**src/rtl/stream_arbiter.sv**
```systemverilog
// -----------------------------------------------------------------------------
// stream_arbiter
//
// Shares one downstream valid/ready channel between NUM_REQ upstream
// requesters (fetch, load/store, debug, ...). Arbitration is round-robin with
// burst locking: a requester that wins keeps the grant until it hands over a
// beat with input_last=1. The output side is a single registered beat so the
// downstream port sees clean flop outputs.
//
// Ports:
//   clk            clock, everything on posedge
//   reset          synchronous, active-high
//   input_valid    [NUM_REQ]        per-requester valid
//   input_ready    [NUM_REQ]        per-requester ready (combinational, onehot0)
//   input_data     [NUM_REQ*WIDTH]  requester i payload at [i*WIDTH +: WIDTH]
//   input_last     [NUM_REQ]        per-requester end-of-burst flag
//   output_valid   registered valid towards downstream
//   output_ready   downstream ready
//   output_data    [WIDTH]  registered payload
//   output_last    registered last flag of the held beat
//   output_source  [SRC_W]  index of the requester that produced the held beat
// -----------------------------------------------------------------------------
module stream_arbiter #(
  parameter int WIDTH   = 32,
  parameter int NUM_REQ = 4,
  parameter int SRC_W   = $clog2(NUM_REQ)
) (
  input  logic                     clk,
  input  logic                     reset,
  input  logic [NUM_REQ-1:0]       input_valid,
  output logic [NUM_REQ-1:0]       input_ready,
  input  logic [NUM_REQ*WIDTH-1:0] input_data,
  input  logic [NUM_REQ-1:0]       input_last,
  output logic                     output_valid,
  input  logic                     output_ready,
  output logic [WIDTH-1:0]         output_data,
  output logic                     output_last,
  output logic [SRC_W-1:0]         output_source
);

  // UNLOCKED: free arbitration from rr_ptr. LOCKED: owner holds the grant.
  typedef enum logic {
    UNLOCKED = 1'b0,
    LOCKED   = 1'b1
  } state_t;

  state_t             state_reg,      state_next;
  logic [SRC_W-1:0]   owner_reg,      owner_next;
  logic [SRC_W-1:0]   rr_ptr_reg,     rr_ptr_next;
  logic               out_valid_reg,  out_valid_next;
  logic [WIDTH-1:0]   out_data_reg,   out_data_next;
  logic               out_last_reg,   out_last_next;
  logic [SRC_W-1:0]   out_source_reg, out_source_next;

  logic [WIDTH-1:0]   req_data [NUM_REQ];
  logic               has_pick;
  logic [SRC_W-1:0]   pick;
  logic [SRC_W:0]     scan_idx;
  logic               can_load;
  logic               accept;

  // Per-requester payload slices, so the mux below is a plain array index.
  generate
    for (genvar gi = 0; gi < NUM_REQ; gi++) begin : g_slice
      assign req_data[gi] = input_data[gi*WIDTH +: WIDTH];
    end
  endgenerate

  // Candidate selection. While locked the owner is the only candidate even
  // if its valid is low, which is what lets a burst contain bubbles without
  // losing the grant. Unlocked, scan forward from rr_ptr with wrap-around;
  // the !has_pick guard keeps the first hit.
  always_comb begin
    has_pick = 1'b0;
    pick     = '0;
    scan_idx = '0;
    if (state_reg == LOCKED) begin
      has_pick = 1'b1;
      pick     = owner_reg;
    end else begin
      for (int k = 0; k < NUM_REQ; k++) begin
        scan_idx = {1'b0, rr_ptr_reg} + (SRC_W+1)'(k);
        if (scan_idx >= (SRC_W+1)'(NUM_REQ)) begin
          scan_idx = scan_idx - (SRC_W+1)'(NUM_REQ);
        end
        if (!has_pick && input_valid[scan_idx[SRC_W-1:0]]) begin
          has_pick = 1'b1;
          pick     = scan_idx[SRC_W-1:0];
        end
      end
    end
  end

  // The output stage can take a beat when it is empty or draining this cycle.
  assign can_load = !out_valid_reg || output_ready;

  // Ready goes only to the picked requester; reset forces every ready low so
  // nothing is handed over while the block is being cleared.
  generate
    for (genvar gi = 0; gi < NUM_REQ; gi++) begin : g_ready
      assign input_ready[gi] = !reset && can_load && has_pick &&
                               (pick == SRC_W'(gi));
    end
  endgenerate

  assign accept = |(input_valid & input_ready);

  // Next-state / output-stage logic.
  always_comb begin
    state_next      = state_reg;
    owner_next      = owner_reg;
    rr_ptr_next     = rr_ptr_reg;
    out_valid_next  = out_valid_reg;
    out_data_next   = out_data_reg;
    out_last_next   = out_last_reg;
    out_source_next = out_source_reg;

    if (accept) begin
      // Load replaces any beat draining on the same edge, so back-to-back
      // beats flow at one per cycle.
      out_valid_next  = 1'b1;
      out_data_next   = req_data[pick];
      out_last_next   = input_last[pick];
      out_source_next = pick;
      if (input_last[pick]) begin
        // Single beat or end of burst: release and move priority past pick.
        state_next  = UNLOCKED;
        rr_ptr_next = (pick == SRC_W'(NUM_REQ-1)) ? '0 : pick + SRC_W'(1);
      end else begin
        state_next = LOCKED;
        owner_next = pick;
      end
    end else if (output_ready) begin
      out_valid_next = 1'b0;
    end
    // Otherwise the beat is held untouched under backpressure.
  end

  always_ff @(posedge clk) begin
    if (reset) begin
      state_reg      <= UNLOCKED;
      owner_reg      <= '0;
      rr_ptr_reg     <= '0;
      out_valid_reg  <= 1'b0;
      out_data_reg   <= '0;
      out_last_reg   <= 1'b0;
      out_source_reg <= '0;
    end else begin
      state_reg      <= state_next;
      owner_reg      <= owner_next;
      rr_ptr_reg     <= rr_ptr_next;
      out_valid_reg  <= out_valid_next;
      out_data_reg   <= out_data_next;
      out_last_reg   <= out_last_next;
      out_source_reg <= out_source_next;
    end
  end

  assign output_valid  = out_valid_reg;
  assign output_data   = out_data_reg;
  assign output_last   = out_last_reg;
  assign output_source = out_source_reg;

`ifdef FORMAL
  // Upstream contract: a stalled requester keeps valid, data and last.
  generate
    for (genvar gi = 0; gi < NUM_REQ; gi++) begin : g_assume
      am_hold: assume property (@(posedge clk) disable iff (reset)
        (input_valid[gi] && !input_ready[gi]) |=>
          (input_valid[gi] && $stable(input_data[gi*WIDTH +: WIDTH]) &&
           $stable(input_last[gi])));
    end
  endgenerate

  ap_onehot_ready: assert property (@(posedge clk)
    $onehot0(input_ready));

  ap_out_stable: assert property (@(posedge clk) disable iff (reset)
    (output_valid && !output_ready) |=>
      (output_valid && $stable(output_data) && $stable(output_last) &&
       $stable(output_source)));

  ap_lock_owner_only: assert property (@(posedge clk) disable iff (reset)
    (state_reg == LOCKED) |->
      ((input_valid & input_ready & ~(NUM_REQ'(1) << owner_reg)) == '0));

  ap_source_match: assert property (@(posedge clk) disable iff (reset)
    accept |=> (output_valid && output_source == $past(pick)));
`endif

endmodule

```
**config.mk**
```make
export PLATFORM = sky130hd
export DESIGN_NAME = stream_arbiter
export DESIGN_NICKNAME = d
export VERILOG_FILES = /design/src/rtl/stream_arbiter.sv
export SDC_FILE = /design/constraint.sdc
export NUM_CORES = 1
export LEC_CHECK = 0
export BUFFER_PORTS_ARGS = -buffer_cell sky130_fd_sc_hd__buf_4
export CAP_MARGIN = 5
export CORE_MARGIN = 2
export CORE_UTILIZATION = 45
export CTS_CLUSTER_SIZE = 25
export DETAILED_ROUTE_END_ITERATION = 8
export HOLD_SLACK_MARGIN = 0.15
export PLACE_DENSITY = 0.92
export SLEW_MARGIN = 20
export SYNTH_ARGS = -nofsm -noshare
export SYNTH_HDL_FRONTEND = slang
export SYNTH_SLANG_ARGS = --single-unit
```
**constraint.sdc**
```tcl
create_clock -name clk -period 6.3 [get_ports clk]
set_input_delay 1.26 -clock clk [delete_from_list [all_inputs] [get_ports clk]]
set_output_delay 1.26 -clock clk [all_outputs]
set_load 0.02 [all_outputs]
```
After elaboration in Yosys (flattened, before gate mapping)
Index checks and enable logic that the tools add are counted.

word-level totals
  latch bits = 0
  word-level logic and storage cells = 89
  input bits = 139
  memories = 0
  output and inout bits = 40
  ROM bits = 0
  register bits after elaboration = 41
  RAM bits = 0

cells by class
  reduce and logical (&&, ||, !) cells = 20
  eq/ne operators = 3
  multiply operators = 0
  divide/modulo/power cells = 0
  add/sub/neg operators = 8
  muxes and demuxes = 38
  $lt $le $gt $ge = 10
  shifts and indexed selects = 0
  bitwise operators = 3

operators by type and width
  kind                                                                           count
  32-bit binary-select mux with 2-bit select                                     1
  32-bit two-way mux                                                             2
  2-bit two-way mux                                                              14
  1-bit two-way mux                                                              16
  2-bit by 3-bit less-than comparator with 1-bit output (second input constant)  5
  3-bit >= comparator (second input constant)                                    4
  1-bit binary-select mux with 2-bit select                                      5
  1-bit logical AND                                                              9
  2-bit by 1-bit subtractor with 2-bit output (second input constant)            4
  2-bit by 2-bit adder with 3-bit output (second input constant)                 2
  1-bit logical NOT                                                              5
  4-bit bitwise AND                                                              1
  2-bit == test (second input constant)                                          2
  2-bit AND reduction                                                            2
  4-bit OR reduction                                                             1
  2-bit by 1-bit adder with 3-bit output (second input constant)                 1
  2-bit by 3-bit >= comparator with 1-bit output (second input constant)         1
  2-bit NOT with 3-bit output                                                    1
  2-bit by 1-bit adder with 2-bit output (second input constant)                 1
  2-bit by 1-bit == test with 1-bit output (second input constant)               1
  2-bit logical NOT                                                              1
  2-bit nonzero test                                                             1
  1-bit logical OR                                                               1
  1-bit NOT                                                                      1

Longest topological paths before layout
  depth in word-level cells = 24
  gate-level depth with buffers = 14
  depth with buffers taken out = 9

Worst setup path before layout
Ideal clock, no wire load.

  path type = input-to-output
  from = input port input_valid[2]
  to = output port input_ready[3]
  slack = 2.165 ns
  stages on the path = 9
  data required time = 5.040 ns
  path buffers = 2
  arrival = 2.875 ns
  cells stage by stage = mux2i_1 o22ai_1 o31a_1 buf_2 inv_1 clkbuf_1 ha_1 inv_1 nor2_1

on the way
  longest elaborated chain between the ends = 18
  elaborated cells on any way between the ends = 30
  classes of those cells = eq/ne (1); mux (21); reduce/logical (8)

RTL lines
  what                                                           line      text
  from (decl)                                                    30        input logic [NUM_REQ-1:0] input_valid,
  1-bit binary-select mux with 2-bit select                      86        if (!has_pick && input_valid[scan_idx[SRC_W-1:0]]) begin
  1-bit two-way mux (not written as such)                        86
  1-bit two-way mux                                              86
  1-bit two-way mux                                              77        if (state_reg == LOCKED) begin
  1-bit logical NOT                                              86
  1-bit logical AND                                              86
  1-bit two-way mux                                              86
  1-bit two-way mux                                              77
  (+2 left out)                                                  --
  1-bit two-way mux                                              86
  1-bit two-way mux                                              77
  1-bit logical NOT                                              86
  1-bit logical AND                                              86
  2-bit two-way mux / 1-bit two-way mux (equally long branches)  86
  2-bit two-way mux / 1-bit two-way mux (equally long branches)  77
  2-bit == test / 1-bit logical AND (equally long branches)      102, 101
  1-bit logical AND *                                            101       assign input_ready[gi] = !reset && can_load && has_pick &&
  to (decl)                                                      31        output logic [NUM_REQ-1:0] input_ready,

Every way passes the cells marked *; elsewhere a longest branch is shown, timed or not. The select of a mux whose other input is x is not followed.

Final worst setup path
Same ends and word-level chain as after synthesis.

==> run metrics <==
Slew @ Worst Pin=907 ps; area share of and/or/nand/nor cells after synthesis=46.2%; flops & latches, synth=41; H-tree depth=2; synthesized instance count=435; num ports=179; Yosys warning count=0; crit-path max FO=37; core area=0.00585 mm²; # diodes=0; family with the most delay on the worst path=buffers and inverters; Critical Path End Type=output port; max-cap viol count=0; Starting Density=46.0%; total CTS buffers=5; status=finished clean; setup ws final=1620 ps; WL final=8490 µm; sequential share of power=26.5%; # DRC=0; most common library cells after synthesis=168 x nand2_1, 96 x nand3_1, 41 x dfxtp_1; switching share of power=46.2%; most used cell, CP=buf_4; power share of the clock group=13.8%; Synth area leaders=dfxtp_1 31%, nand2_1 23%, nand3_1 18%; Post-synth EDFFs=0; CTS tree=done; Die Wd=81.3 µm; syn_nets=575; crit start category=input port; Seq/Total Area, Yosys=30.5%; Total Routing Usage GR=24.6%; max reg flops=32; # fillers=507; Synth Flop Type=dfxtp_1; Worst Path Arrival=3420 ps; pre-CTS setup slack=1640 ps; initial antenna violation count=0; WL/cell=12.8 µm; Synth Area in Adders=0.465%; Internal=952 µW; layout cells sized above 1=33.6%; slowest CP cell=inv_2; max-slew violations=0; highest clock rate=213 MHz; placed cell area=0.00398 mm²; slowest stage delay, CP=360 ps; GP Congestion=0.831; via count=3471; largest family of logic cells by synthesized area=simple AND/OR/NAND/NOR gates; # resized after CTS=0; data required time of the critical path=5040 ps; largest net degree at the start of global routing=68; post-synthesis xor/xnor area fraction=0%; Mapped Avg Cell Area=6.18 µm²; Compound-Gate Fraction of Synth Area=14.2%; setup violators final=0; min Tclk post-route=4680 ps; Synth cell types=41; switching power=818 µW; RSZ-0062 raised after global routing=false; most common cell in the netlist=nand2_1; leakage power total=1.98 nW; DR pass1 iterations=4; CTS Root Cell=clkbuf_8; final core occ=70.3%; Final Power=1.77 mW; vias in the first global route=3008; later-pin clock latency in the skew report=280 ps; Die Footprint=0.00661 mm²; setup TNS=0 ps; Worst-path clk slew=80 ps; I/O Buffers=178; Clock Path Buffers=2; num rows=28; ys async rst share=0%; total congestion overflow=0; leading area contributor after synthesis=dfxtp_1; vias per cell=5.23; critical path class=in -> out; post-CTS setup buffer count=0; VDD IR max=0.000218 V; Netlist Area Pre-Place=0.00269 mm²; layout net count=728; Hold Vio Cnt, Final=0; hpwl dp=6410 µm; pwr/cell area=430 mW/mm²; Period Utilization, post-route=74.3%; Final Skew=5.93 ps; DR iter-0 viols=181; cell area after layout=0.00412 mm²; Die Y=81.3 µm; final antenna-violating net count=0; WP buf/inv=5; Synth top area share=30.5%; Slew headroom=39.2%; Comb power frac=59.8%; Layout area overhead=53.0%; Clock Sinks=41; type of the worst min-delay path=reg -> reg; mux cell area share after synthesis=1.16%; number of hold buffers added after CTS=0; first-pass GRT wire length=12800 µm; CP Cell Sequence=buf_4 > nor2b_1 > a311oi_1 > o31a_1 > buf_4 > inv_2 > ha_1 > inv_1 > nor2_1 > buf_4
## per-layer routing
metal  routed length (µm)  GRT usage, %  vias up
li1                     -             -     1768
met1                 3210          25.8     1521
met2                 4250          44.9      161
met3                  835          7.89       21
met4                  201          10.2        0
met5                    0             0        -
## cells in the final DEF (no fill, tap or decap), types with 2 or more instances in the layout
cell,n
a211o_1,2
a211oi_1,2
a21oi_1,7
a311oi_1,3
buf_4,182
bufinv_16,2
clkbuf_8,5
dfxtp_1,41
inv_1,2
inv_2,2
mux2i_1,2
nand2_1,168
nand2b_1,2
nand3_1,96
nor2_1,9
nor2b_1,4
nor3_1,2
o21ai_0,33
o21ai_1,3
## final timing paths
path | to | slack (ps) | from | depth (start not counted)
worst max-delay path | input_ready[3] | 1620 | input_valid[2] | 10
worst min-delay path | output_data[16] | 460 | output_data[16] | 2
worst max register to register | owner_reg[0] | 2530 | rr_ptr_reg[1] | 9
worst min register to register | output_data[16] | 460 | output_data[16] | 2
## through the flow
| stage | hold WS, ps | instances |
|---|---|---|
| global route | 476 | 664 |
| finish | 457 | 664 |
| global placement | 444 | 656 |
| floorplan | 504 | 435 |
| detailed placement | 450 | 656 |
| CTS | 462 | 664 |
## cell families after synthesis
| group | after synthesis |
|---|---|
| AOI/OAI and AO/OA | 62 |
| DFF | 41 |
| and+or+nand+nor | 287 |
| muxes | 3 |
| buffers and inverters | 41 |
| adders and majority gates | 1 |
## layout make-up
type                       instances  area, µm²  share of cell area [%]
clock buffer                       5       68.8                    1.67
clock inverter                     3       65.1                    1.58
inverter                           5       18.8                   0.456
multi-input combinational        353       1680                    40.9
sequential                        41        821                    19.9
tap                               75       93.8                    2.28
timing repair buffer             182       1370                    33.2
## power by group through the flow
stage          sequential [mW]  clock, mW  combinational [mW]
4_1_cts                  0.467      0.249                1.06
6_report                 0.468      0.244                1.06
3_3_place_gp             0.466          0                1.03
2_1_floorplan            0.592          0               0.581
5_1_grt                  0.483      0.265                1.16
3_5_place_dp             0.471          0                1.06
## tightest hold or removal path, cell delays in order (launching register included)
cell     delay (ps)
dfxtp_1         310
nand2_1          50
o21ai_0          50
(Power assumes the default switching activity.)
